## config.mk

```make
export PLATFORM = sky130hd
export DESIGN_NAME = vram_arbiter
export DESIGN_NICKNAME = d
export VERILOG_FILES = /design/src/rtl/vram_arbiter_pkg.sv /design/src/rtl/vram_wbuf.sv /design/src/rtl/vram_arbiter.sv
export SDC_FILE = /design/constraint.sdc
export NUM_CORES = 1
export LEC_CHECK = 0
export ABC_AREA = 1
export BUFFER_PORTS_ARGS = -buffer_cell sky130_fd_sc_hd__buf_2
export CORE_UTILIZATION = 39
export CTS_CLUSTER_SIZE = 16
export DETAILED_ROUTE_END_ITERATION = 16
export HOLD_SLACK_MARGIN = 0.06
export PLACE_DENSITY = 0.72
export SETUP_SLACK_MARGIN = 0.3
export SLEW_MARGIN = 20
export SYNTH_ARGS = -nofsm -noshare
export SYNTH_HDL_FRONTEND = slang
export SYNTH_SLANG_ARGS = --single-unit
```

## constraint.sdc

```tcl
create_clock -name clk_pixel -period 3.15 [get_ports clk_pixel]
set_input_delay 0.1575 -clock clk_pixel [delete_from_list [all_inputs] [get_ports clk_pixel]]
set_output_delay 0.1575 -clock clk_pixel [all_outputs]
set_load 0.03 [all_outputs]
```

## src/rtl/vram_arbiter_pkg.sv

```systemverilog
// Shared definitions for the video RAM arbiter: default bus widths and FSM state encoding.
// Latency: n/a (declarations only).
// Backpressure: n/a (declarations only).
package vram_arbiter_pkg;

   // Default RAM geometry: 64 KiB byte-wide video RAM.
   localparam int VRAM_ADDR_W = 16;
   localparam int VRAM_DATA_W = 8;

   // CPU-side access sequencer states.
   //   IDLE    : waiting for (or holding off) a CPU request
   //   S_RDATA : CPU read address presented last cycle, RAM data arrives now
   //   S_ACK   : one-cycle completion pulse, request line ignored
   typedef enum logic [1:0] {
      IDLE    = 2'd0,
      S_RDATA = 2'd1,
      S_ACK   = 2'd2
   } arb_state_e;

endpackage

```

## src/rtl/vram_wbuf.sv

```systemverilog
// One-entry posted write buffer: holds a CPU write until a free RAM slot drains it.
// Latency: load visible on outputs the cycle after load_i; hit_o is combinational.
// Backpressure: none internally; the owner must not load while full unless draining.
module vram_wbuf #(
   parameter int ADDR_W = 16,
   parameter int DATA_W = 8
) (
   input  logic              clk_i,
   input  logic              reset_i,
   input  logic              load_i,
   input  logic [ADDR_W-1:0] load_addr_i,
   input  logic [DATA_W-1:0] load_data_i,
   input  logic              drain_i,
   input  logic [ADDR_W-1:0] cmp_addr_i,
   output logic              valid_o,
   output logic [ADDR_W-1:0] addr_o,
   output logic [DATA_W-1:0] data_o,
   output logic              hit_o
);

   logic              valid_q, valid_d;
   logic [ADDR_W-1:0] addr_q,  addr_d;
   logic [DATA_W-1:0] data_q,  data_d;

   // Next-state: a load wins over a same-cycle drain, since the drained entry is already on the RAM bus.
   always_comb begin
      valid_d = valid_q;
      addr_d  = addr_q;
      data_d  = data_q;
      if (load_i) begin
         valid_d = 1'b1;
         addr_d  = load_addr_i;
         data_d  = load_data_i;
      end else if (drain_i) begin
         valid_d = 1'b0;
      end
   end

   // Entry registers; reset discards any pending write.
   always_ff @(posedge clk_i) begin
      if (reset_i) begin
         valid_q <= 1'b0;
         addr_q  <= '0;
         data_q  <= '0;
      end else begin
         valid_q <= valid_d;
         addr_q  <= addr_d;
         data_q  <= data_d;
      end
   end

   assign valid_o = valid_q;
   assign addr_o  = addr_q;
   assign data_o  = data_q;
   // Forwarding match for CPU reads that target the buffered address.
   assign hit_o   = valid_q && (addr_q == cmp_addr_i);

endmodule

```

## src/rtl/vram_arbiter.sv

```systemverilog
// Single-port VRAM arbiter: video fetch (absolute priority), write-buffer drain, then CPU read.
// Latency: video 1 cycle fixed; CPU write/forwarded read ack +1, CPU read ack +2 after issue.
// Backpressure: video never stalls; CPU is held via req/ack until a slot or buffer entry frees.
module vram_arbiter
   import vram_arbiter_pkg::*;
#(
   parameter int ADDR_W = VRAM_ADDR_W,
   parameter int DATA_W = VRAM_DATA_W
) (
   input  logic              clk_pixel,
   input  logic              reset,
   input  logic              vid_rd,
   input  logic [ADDR_W-1:0] vid_addr,
   output logic [DATA_W-1:0] vid_data,
   input  logic              cpu_req,
   input  logic              cpu_we,
   input  logic [ADDR_W-1:0] cpu_addr,
   input  logic [DATA_W-1:0] cpu_wdata,
   output logic [DATA_W-1:0] cpu_rdata,
   output logic              cpu_ack,
   output logic [ADDR_W-1:0] ram_addr,
   output logic              ram_we,
   output logic [DATA_W-1:0] ram_wdata,
   input  logic [DATA_W-1:0] ram_rdata
);

   arb_state_e        state_q, state_d;
   logic              cpu_ack_q, cpu_ack_d;
   logic [DATA_W-1:0] cpu_rdata_q, cpu_rdata_d;
   logic              vid_pend_q, vid_pend_d;
   logic [DATA_W-1:0] vid_hold_q, vid_hold_d;

   logic              wb_valid;
   logic [ADDR_W-1:0] wb_addr;
   logic [DATA_W-1:0] wb_data;
   logic              wb_hit;
   logic              wb_load;
   logic              wb_drain;
   logic              rd_issue;

   // The buffer drains in every slot the video port leaves free.
   assign wb_drain = wb_valid & ~vid_rd;

   vram_wbuf #(
      .ADDR_W (ADDR_W),
      .DATA_W (DATA_W)
   ) u_wbuf (
      .clk_i       (clk_pixel),
      .reset_i     (reset),
      .load_i      (wb_load),
      .load_addr_i (cpu_addr),
      .load_data_i (cpu_wdata),
      .drain_i     (wb_drain),
      .cmp_addr_i  (cpu_addr),
      .valid_o     (wb_valid),
      .addr_o      (wb_addr),
      .data_o      (wb_data),
      .hit_o       (wb_hit)
   );

   // CPU sequencer: accept writes into the buffer, forward buffered reads, else issue reads in a free slot.
   always_comb begin
      state_d     = state_q;
      cpu_rdata_d = cpu_rdata_q;
      wb_load     = 1'b0;
      rd_issue    = 1'b0;
      unique case (state_q)
         IDLE: begin
            if (cpu_req) begin
               if (cpu_we) begin
                  // A same-cycle drain frees the entry in time for this load.
                  if (!wb_valid || wb_drain) begin
                     wb_load = 1'b1;
                     state_d = S_ACK;
                  end
               end else if (wb_hit) begin
                  // Buffered data is newer than RAM; answer without touching the RAM.
                  cpu_rdata_d = wb_data;
                  state_d     = S_ACK;
               end else if (!vid_rd && !wb_valid) begin
                  // Slot is free only when neither video nor a drain claims it.
                  rd_issue = 1'b1;
                  state_d  = S_RDATA;
               end
            end
         end
         S_RDATA: begin
            // Synchronous RAM returns the byte addressed last cycle, whoever owns the slot now.
            cpu_rdata_d = ram_rdata;
            state_d     = S_ACK;
         end
         S_ACK: begin
            // Request line is still high from the finished access; it is not a new request.
            state_d = IDLE;
         end
         default: begin
            state_d = IDLE;
         end
      endcase
   end

   // Ack pulse is registered so the CPU sees a clean one-cycle strobe in S_ACK.
   assign cpu_ack_d = (state_d == S_ACK);

   // Video return path: live RAM data on the cycle after a fetch, held copy otherwise.
   always_comb begin
      vid_pend_d = vid_rd;
      vid_hold_d = vid_pend_q ? ram_rdata : vid_hold_q;
   end

   // Sequencer and video-return registers; reset drops any in-flight read without an ack.
   always_ff @(posedge clk_pixel) begin
      if (reset) begin
         state_q     <= IDLE;
         cpu_ack_q   <= 1'b0;
         cpu_rdata_q <= '0;
         vid_pend_q  <= 1'b0;
         vid_hold_q  <= '0;
      end else begin
         state_q     <= state_d;
         cpu_ack_q   <= cpu_ack_d;
         cpu_rdata_q <= cpu_rdata_d;
         vid_pend_q  <= vid_pend_d;
         vid_hold_q  <= vid_hold_d;
      end
   end

   // RAM slot mux in priority order: video read, buffer drain, CPU read.
   always_comb begin
      ram_addr  = vid_addr;
      ram_we    = 1'b0;
      ram_wdata = wb_data;
      if (vid_rd) begin
         ram_addr = vid_addr;
      end else if (wb_valid) begin
         // Write enable is cut in the reset cycle so a discarded entry never reaches RAM.
         ram_addr = wb_addr;
         ram_we   = ~reset;
      end else if (rd_issue) begin
         ram_addr = cpu_addr;
      end
   end

   assign vid_data  = vid_pend_q ? ram_rdata : vid_hold_q;
   assign cpu_rdata = cpu_rdata_q;
   assign cpu_ack   = cpu_ack_q;

endmodule

```

==> flow_metrics.tcl, run 1 <==
set metrics [dict create \
    status "complete, no violations" \
    dieWidth_um 79.8 \
    root_buffer "clkbuf_8" \
    timing.rr.end "u_wbuf.addr_o[3]$_SDFFE_PP0P_" \
    finalClockSkew_ns 0.00509 \
    cts_resized 0 \
    track_usage 0.206 \
    hold_start "cpu_wdata[0]" \
    drc_errors 0 \
    start_util 0.416 \
    wl_per_cell_um 12.0 \
    hold_viol 0 \
    io-pin-count 95 \
    cts_made_buffers 5 \
    die_y_um 79.8 \
    cellPowerDensity_nw_per_um2 462 \
    synth_area_per_cell_um2 6.42 \
    setup-tns-final_ns 0 \
    rr_startpoint "state_q[1]$_SDFF_PP0_" \
    r2r_slack_ns 1.45 \
    clkSinkCount 45 \
    worst_slew_pin_slew_ns 0.902 \
    hold_class "in2reg" \
    grt_pass1_vias 2298 \
    diodes 0 \
    pre_cts_ws_ns 1.20 \
    rows 27 \
    setup_viol 0 \
    core_area_um2 5680 \
    yosysSeqAreaShare 0.381 \
    drive_gt1_frac 0.249 \
    path_clk_slew_ns 0.08 \
    holdPathStages 3 \
    synth_top_area_frac 0.381 \
    antenna_found_initial 0 \
    synthTopCellsByArea "dfxtp_1, nand2_1, inv_1" \
    grt_overflow 0 \
    cp_max_fo 20 \
    gp_congestion 0.828 \
    synth.largest_area_cell "dfxtp_1" \
    ys_ff_latch 45 \
    layout_setup_ws_ns 0.897 \
    cts_setup_buffers 0 \
    layout.nets 509 \
    p_leak_uw 0.00162 \
    htreeDepth 2 \
    initialDrtViolationCount 130 \
    yosysWarningCount 0 \
    grt_pass1_wl_um 10200 \
    rsz0062_at_grt "no" \
    io_buffer_count 94 \
    grt_max_degree 35 \
    cts.path.max_buffers 2 \
    area_growth_pct 26.4 \
    cap_viol_max_count 0 \
    syn_inst 368 \
    syn-num-nets 421 \
    dr.pass1.iters 4 \
    ys_types 18 \
    period_share 0.715 \
    dpl.hpwl_um 4660 \
    postRouteAntennaNets 0 \
    viasPerCell 4.86 \
    whs_ns 0.103 \
    crit_chain "nor2_1 > nand4_1 > inv_1 > a21oi_1 > o21ai_0 > o211ai_1 > buf_2" \
    relSlewSlack 0.398 \
    crit_required_ns 2.99 \
    criticalPathCategory "reg2out" \
    max_stage_delay_ns 0.47 \
    irDropWorstVdd_v 0.000344 \
    arrival_ns 2.10 \
    maxSlewViolCount 0 \
    startpoint_type "register" \
    clkLatencyLatePin_ns 0.30 \
    via_count 2569 \
    cts_hold_buf 0 \
    layout_min_cycle_time_ns 2.25 \
    end_kind "output port" \
    worst_r2r_path_depth 8 \
    die-area_um2 6380 \
    max_freq_mhz 444 \
    finalWirelength_um 6330 \
    cts_tree "done" \
    synth_area_um2 2360 \
    cpMaxStageDelayCell "inv_1" \
    holdPathEnd "u_wbuf.data_o[0]$_SDFFE_PP0P_" \
]
cells in the final DEF, fill, tap and decap left out:
cell	instances
buf_2	94
nand2_1	91
inv_1	59
nor2_1	50
dfxtp_1	45
o21ai_0	39
a21oi_1	29
a22oi_1	12
mux2_2	8
nand3_1	7
clkbuf_8	6
o211ai_1	4
nand4_1	3
buf_4	3
xnor2_1	2
inv_2	1
o21ai_1	1
nand2_2	1
clkbuf_1	1
bufinv_16	1
worst max-delay path: cells and delay by family, from the launching register on:
kind,cells,cell delay (ns)
buffers and inverters,2,0.66
AND/OR/NAND/NOR,2,0.44
flip-flops,1,0.35
AO/OA/AOI/OAI,3,0.35
how the worst max path moves through the flow:
stage / from / endpoint / slack [ns] / depth (start not counted)
2_1_floorplan: u_wbuf.valid_o$_SDFFE_PP0P_ / ram_addr[10] / 1.50 / 5
3_3_place_gp: vid_rd / ram_addr[11] / 1.30 / 8
3_5_place_dp: vid_rd / ram_addr[11] / 1.20 / 8
4_1_cts: u_wbuf.valid_o$_SDFFE_PP0P_ / ram_addr[11] / 0.88 / 7
5_1_grt: u_wbuf.valid_o$_SDFFE_PP0P_ / ram_addr[7] / 0.68 / 7
6_report: u_wbuf.valid_o$_SDFFE_PP0P_ / ram_addr[11] / 0.90 / 7
cells in the mapped netlist (all sizes together):
library cell / n
a21oi: 29
buf: 7
inv: 60
xnor2: 2
o211ai: 4
o21ai: 40
nor2: 50
clkbuf: 9
nand3: 7
dfxtp: 45
a22oi: 12
nand4: 3
mux2: 8
nand2: 92
per-layer routing:
layer,vias up,global-route usage,wire length [µm],share of wire
met5,-,0,0,0
met3,17,0.0411,270,0.043
met1,1143,0.251,2860,0.45
met4,0,0.0929,175,0.028
met2,75,0.347,3020,0.48
li1,1334,-,-,-
layout make-up:
class / instances / area, µm²
well taps: 72 / 90.1
clock inverters: 1 / 30.0
clock buffers: 7 / 86.3
repair buffers: 97 / 493
fillers: 597 / 2690
inverters: 60 / 225
flip-flops and latches: 45 / 901
multi-input cells: 247 / 1160
flip-flops by register name, indices dropped and copies added (netlist names):
name / count
u_wbuf.addr_o: 16
cpu_rdata: 8
u_wbuf.data_o: 8
vid_hold_q: 8
state_q: 2
cpu_ack: 1
u_wbuf.valid_o: 1
vid_pend_q: 1
per-stage QoR:
step	power, µW	std cells	utilization	cell area [µm²]
2_1_floorplan	836	368	-	2360
3_3_place_gp	936	521	0.506	2870
3_5_place_dp	942	521	0.506	2870
4_1_cts	1390	529	0.526	2990
5_1_grt	1450	529	0.526	2990
6_report	1380	529	0.526	2990
cell families (layout without fill, tap and decap cells):
logic type      count (synthesis)  in the layout  share of synthesized area
compound gates                 85             85                      0.197
xor+xnor                        2              2                    0.00741
mux                             8              8                     0.0381
simple gates                  152            152                      0.249
buf+inv                        76            165                      0.127
flops                          45             45                      0.381
where the power goes:
part | switching, µW | total [µW] | leakage (µW) | internal, µW
clock network | 193 | 451 | 0.0000585 | 259
logic | 201 | 305 | 0.00120 | 104
registers | 22.5 | 623 | 0.000369 | 601
(Power assumes the default switching activity.)
==> run 2, diff against run 1 <==
- ABC_AREA: 1 -> 0
- PLACE_DENSITY: 0.72 -> 0.73
- clock period: 3.15 -> 2.1 ns (I/O delays scaled with it)
==> run 2 against run 1 <==
The run now ends with setup timing left. Synthesized cell count is 29% lower. Clock-buffer cell count down 2. Combinational power increased by 79%. Power increased by 47%. Area after synthesis decreased by 8.2%. Largest power group unchanged.
==> flow_metrics.tcl, run 2 <==
set metrics [dict create \
    status "finished, violations left" \
    violations "setup timing" \
    synth_compound_area_frac 0.189 \
    synth.area.mux_share 0.0784 \
    endpoint "ram_addr[1]" \
    synth_area_um2 2170 \
    die-area_um2 5870 \
    cp.depth 7 \
    ys_types 29 \
    dr.pass1.iters 5 \
    path_buf_inv 3 \
    cap_viol_max_count 0 \
    antenna_found_initial 0 \
    arrival_ns 2.12 \
    maxSlewViolCount 0 \
    diodes 0 \
    synthSimpleGateAreaFrac 0.195 \
    viasPerCell 5.28 \
    htreeDepth 2 \
    worst_slew_pin_slew_ns 0.849 \
    fin_util 0.617 \
    dpl.hpwl_um 4340 \
    wl_per_cell_um 15.1 \
    layout_setup_ws_ns -0.127 \
    finalClockSkew_ns 0.0120 \
    drc_errors 0 \
    rsz0062_at_grt "yes" \
    root_buffer "clkbuf_8" \
    relSlewSlack 0.433 \
    synth_top_family_by_area "simple AND/OR/NAND/NOR gates" \
    hold_start "cpu_addr[10]" \
    track_usage 0.230 \
    synth_commonest_cells "nand2_1, dfxtp_1, a21oi_1" \
    syn_inst 260 \
    synth_top_area_frac 0.415 \
    layout_min_cycle_time_ns 2.23 \
    crit_chain "or3b_4 > nor4_4 > o21ai_1 > buf_4 > a222oi_1 > inv_1 > buf_6" \
    ys_ff_latch 45 \
    synth-xor-area-share 0.0646 \
    yosysWarningCount 0 \
    crit_required_ns 2.00 \
    max_stage_delay_ns 0.39 \
    period_share 1.06 \
    core_area_um2 5240 \
    cp_max_fo 12 \
    cts_made_buffers 5 \
    synthFlopType "dfxtp_1" \
    rows 26 \
    start_util 0.414 \
    postRouteAntennaNets 0 \
    largest_reg_flops 16 \
    clkLatencyLatePin_ns 0.30 \
    timing.rr.end "cpu_rdata[7]$_SDFFE_PP0P_" \
    drive_gt1_frac 0.456 \
    r2r_slack_ns -0.05 \
    initialDrtViolationCount 221 \
    p_leak_uw 0.00143 \
    layout.nets 423 \
    yosysSeqAreaShare 0.415 \
    hold_viol 0 \
    setup-tns-final_ns -1.60 \
    startpoint_type "register" \
    grt_pass1_wl_um 10700 \
    synth_most_common_cell "nand2_1" \
    grt_max_degree 29 \
    path_clk_slew_ns 0.10 \
    setup_viol 24 \
    io-pin-count 95 \
    final_common_cell "buf_2" \
    ys_async_sr_fraction 0 \
    synth_edf_count 0 \
    cpMaxStageDelayCell "or3b_4" \
    syn-num-nets 313 \
    cts_tree "done" \
    synth.largest_area_cell "dfxtp_1" \
    die_y_um 76.6 \
    rr_startpoint "state_q[1]$_SDFF_PP0_" \
    end_kind "output port" \
    irDropWorstVdd_v 0.000369 \
    via_count 2327 \
    grt_overflow 0 \
    gp_congestion 0.816 \
    synthTopCellsByArea "dfxtp_1, nand2_1, a21oi_1" \
    cts.path.max_buffers 2 \
    grt_pass1_vias 2144 \
    criticalPathCategory "reg2out" \
    io_buffer_count 94 \
    cellPowerDensity_nw_per_um2 626 \
    worst_r2r_path_depth 7 \
    area_growth_pct 49.0 \
    synthAdderAreaFrac 0 \
    crit_start "state_q[1]$_SDFF_PP0_" \
    clkSinkCount 45 \
    crit_family "simple AND/OR/NAND/NOR gates" \
    synth_area_per_cell_um2 8.34 \
    mostFrequentLayoutCells "buf_2, nand2_1, dfxtp_1" \
    hold_class "in2reg" \
    dieWidth_um 76.6 \
    max_freq_mhz 449 \
    finalWirelength_um 6670 \
]
-- run 2: cell types whose count changed after synthesis, sizes merged, moves of 8 or more --
cell	before	now
nor2	50	16
mux2i	0	8
a222oi	0	12
a221oi	0	8
a22oi	12	0
nand2	92	52
o21ai	40	1
nor2b	0	15
inv	60	13
-- run 2: cells by family (layout without fill, tap and decap cells) --
kind of cell           after synthesis  after routing
AO/OA/AOI/OAI                       58             59
XOR/XNOR                            16             16
buffers and inverters               32            142
flip-flops                          45             45
multiplexers                        16             16
AND/OR/NAND/NOR                     93             93
-- run 2: worst min path at each step --
stage	end	slack (ns)	cells after the start
after detailed placement	u_wbuf.data_o[6]$_SDFFE_PP0P_	0.35	3
after floorplan	u_wbuf.addr_o[0]$_SDFFE_PP0P_	0.24	2
after CTS	u_wbuf.addr_o[10]$_SDFFE_PP0P_	0.06	3
after global placement	u_wbuf.data_o[5]$_SDFFE_PP0P_	0.35	3
final	u_wbuf.addr_o[10]$_SDFFE_PP0P_	0.07	3
after global routing	u_wbuf.addr_o[10]$_SDFFE_PP0P_	0.06	3
-- run 2: metal layers --
layer | share of wire | vias up | routed length (µm) | track usage
li1 | - | 1126 | - | -
met1 | 0.44 | 1076 | 2960 | 0.309
met2 | 0.47 | 114 | 3130 | 0.368
met3 | 0.071 | 11 | 476 | 0.0419
met4 | 0.017 | 0 | 111 | 0.0788
met5 | 0 | - | 0 | 0
-- run 2: power by group --
part	internal (µW)	total [µW]	switching (µW)
registers	892	923	30.7
logic	237	546	309
clock network	237	554	318
total	1370	2020	658
-- run 2: metrics by stage --
step                power [µW]  hold slack [ns]  cell area [µm²]  setup WS (ns)  instances
finish                    2020           0.0677             3230         -0.127        441
detailed placement        1390            0.355             2740          0.193        414
global placement          1380            0.349             2740          0.290        414
CTS                       2020           0.0600             3210        -0.0474        439
global route              2110           0.0607             3230         -0.197        441
floorplan                 1230            0.241             2190          0.301        260
-- run 2: final cells by class --
type                            instances  area, µm²
Multi-Input combinational cell        184       1300
Clock buffer                            5       68.8
Fill cell                             461       2000
Tap cell                               70       87.6
Timing Repair Buffer                  121        808
Clock inverter                          3       21.3
Sequential cell                        45        902
Inverter                               13       48.8
-- run 2: repair_timing --
action / in CTS / in global routing
endpoints found under the setup margin: 26 / 43
hold buffers: 8 / 0
endpoints found under the hold margin: 8 / 0
pin swaps: 17 / 9
gates resized for setup: 61 / 2
cloned: 2 / 0
setup buffers: 7 / 2
-- run 2: worst register-to-register path, stage by stage (launching register included) --
cell,delay (ns)
dfxtp_2,0.34
or3b_4,0.39
buf_4,0.15
buf_6,0.10
or4_4,0.43
nor3_4,0.25
nand2_4,0.16
a221oi_2,0.25
==> run 3, diff against run 2 <==
- REMOVE_ABC_BUFFERS: default -> 1
- SKIP_CTS_REPAIR_TIMING: default -> 1
==> run 3 against run 2 <==
The flow still finishes with violations (setup timing). Die area is the same. Core utilization is 4.9 points lower. Worst hold slack worse by 0.039 ns. Global-route usage fell by 2.5 points. Flip-flop and latch count did not move. Sequential power about the same. Sequential share of layout area grew 2.4 points. Critical path type unchanged. Critical endpoint is now ram_addr[14]. Largest cell class unchanged. Largest power group unchanged.
==> flow_metrics.tcl, run 3 (synthesis gave the netlist of run 2 again) <==
set metrics [dict create \
    maxSlewViolCount 0 \
    hold_class "in2reg" \
    root_buffer "clkbuf_8" \
    cts_tree "done" \
    period_share 1.04 \
    layout_min_cycle_time_ns 2.18 \
    pre_cts_ws_ns 0.0524 \
    layout.nets 410 \
    clkLatencyLatePin_ns 0.31 \
    final_cell_count_no_fill 428 \
    p_clk_frac 0.284 \
    criticalPathCategory "reg2out" \
    drc_errors 0 \
    cap_viol_max_count 0 \
    power_uw 1940 \
    setup-tns-final_ns -0.812 \
    hold_viol 0 \
    rsz0062_at_grt "yes" \
    core_area_um2 5240 \
    rr_startpoint "state_q[1]$_SDFF_PP0_" \
    antenna_found_initial 0 \
    grt_pass1_vias 2079 \
    holdPathStages 3 \
    cts.path.max_buffers 2 \
    setup_viol 16 \
    hold_start "cpu_wdata[7]" \
    irDropWorstVdd_v 0.000338 \
    worst_slew_pin_slew_ns 0.860 \
    finalClockSkew_ns 0.0106 \
    max_stage_delay_ns 0.40 \
    power.internal_uw 1310 \
    arrival_ns 2.07 \
    grt_pass1_wl_um 9630 \
    die-area_um2 5870 \
    dieWidth_um 76.6 \
    grt_overflow 0 \
    cellPowerDensity_nw_per_um2 650 \
    dpl.hpwl_um 4370 \
    wl_met3_um 358 \
    area_growth_pct 37.3 \
    power.switching_uw 627 \
    swShare 0.324 \
    p_comb_frac 0.239 \
    drt-met1-wl_um 2420 \
    p_leak_uw 0.00133 \
    num-fill-cells 503 \
    wl_per_cell_um 14.7 \
    rows 26 \
    htreeDepth 2 \
    whs_ns 0.0288 \
    max_freq_mhz 459 \
    end_kind "output port" \
    postRouteAntennaNets 0 \
    clkSinkCount 45 \
    dr.pass1.iters 7 \
    gp_congestion 0.776 \
    cpMaxStageDelayCell "or3b_4" \
    io_buffer_count 94 \
    top_layer_used "met4" \
    startpoint_type "register" \
    placed_cells 413 \
    wl_met2_um 3320 \
    start_util 0.414 \
    timing.rr.end "cpu_rdata[3]$_SDFFE_PP0P_" \
    crit_required_ns 2.00 \
    worst_r2r_path_depth 5 \
    path_clk_slew_ns 0.10 \
    die_y_um 76.6 \
    final_common_cell "buf_2" \
    viasPerCell 5.28 \
    io-pin-count 95 \
    largest_reg_flops 16 \
    drive_gt1_frac 0.380 \
    layout_setup_ws_ns -0.0786 \
    violations "setup timing" \
    seq_power_share 0.477 \
    diodes 0 \
    crit_chain "or3b_4 > nor4_4 > o21ai_0 > buf_4 > a222oi_1 > inv_1 > buf_2" \
    initialDrtViolationCount 170 \
    via_count 2260 \
    cts_made_buffers 5 \
    grt_max_degree 22 \
    cp_max_fo 12 \
    track_usage 0.205 \
    mostFrequentLayoutCells "buf_2, nand2_1, dfxtp_1" \
    finalWirelength_um 6280 \
    relSlewSlack 0.425 \
    r2r_slack_ns 0.05 \
    holdPathEnd "u_wbuf.data_o[7]$_SDFFE_PP0P_" \
    status "finished, violations left" \
]
## run 3: changes by cell type in the layout (fill, tap and decap cells not counted), sizes merged
cell / change
buf: -11
dlygate4sd3: -2
## run 3: per-layer routing
metal | up-vias | GRT usage
li1 | 1096 | -
met1 | 1053 | 0.234
met2 | 94 | 0.368
met3 | 17 | 0.0323
met4 | 0 | 0.100
met5 | - | 0
## run 3: metrics by stage
stage	utilization	cell area, µm²
floorplan	-	2090
global placement	0.519	2720
detailed placement	0.519	2720
CTS	0.536	2810
global route	0.569	2980
finish	0.569	2980
## run 3: worst max-delay path by stage
stage / startpoint / to / slack (ns) / depth (start not counted)
global placement: state_q[1]$_SDFF_PP0_ / cpu_rdata[5]$_SDFFE_PP0P_ / 0.14 / 5
detailed placement: state_q[1]$_SDFF_PP0_ / cpu_rdata[0]$_SDFFE_PP0P_ / 0.05 / 5
floorplan: state_q[1]$_SDFF_PP0_ / ram_addr[0] / -1.50 / 5
finish: state_q[1]$_SDFF_PP0_ / ram_addr[14] / -0.08 / 7
global route: state_q[1]$_SDFF_PP0_ / ram_addr[9] / -0.18 / 7
CTS: state_q[1]$_SDFF_PP0_ / ram_addr[11] / -0.11 / 7
## run 3: worst max-delay path: cells and delay by family, from the launching register on
family	cells	cell delay, ns
flops	1	0.34
simple gates	2	0.58
compound gates	2	0.41
buf+inv	3	0.44
## run 3: final cells by class
type,count,area (µm²),area share
clock buffers,5,68.8,0.0231
clock inverters,3,21.3,0.00714
inverters,13,48.8,0.0164
multi-input cells,184,1260,0.423
flip-flops and latches,45,902,0.303
well taps,70,87.6,0.0294
repair buffers,108,591,0.198
## run 3: power by group through the flow
stage,Combinational (µW),Clock (µW),Sequential (µW)
6_report,463,551,923
5_1_grt,498,601,929
4_1_cts,437,554,922
3_5_place_dp,435,0,941
3_3_place_gp,430,0,939
2_1_floorplan,238,0,962
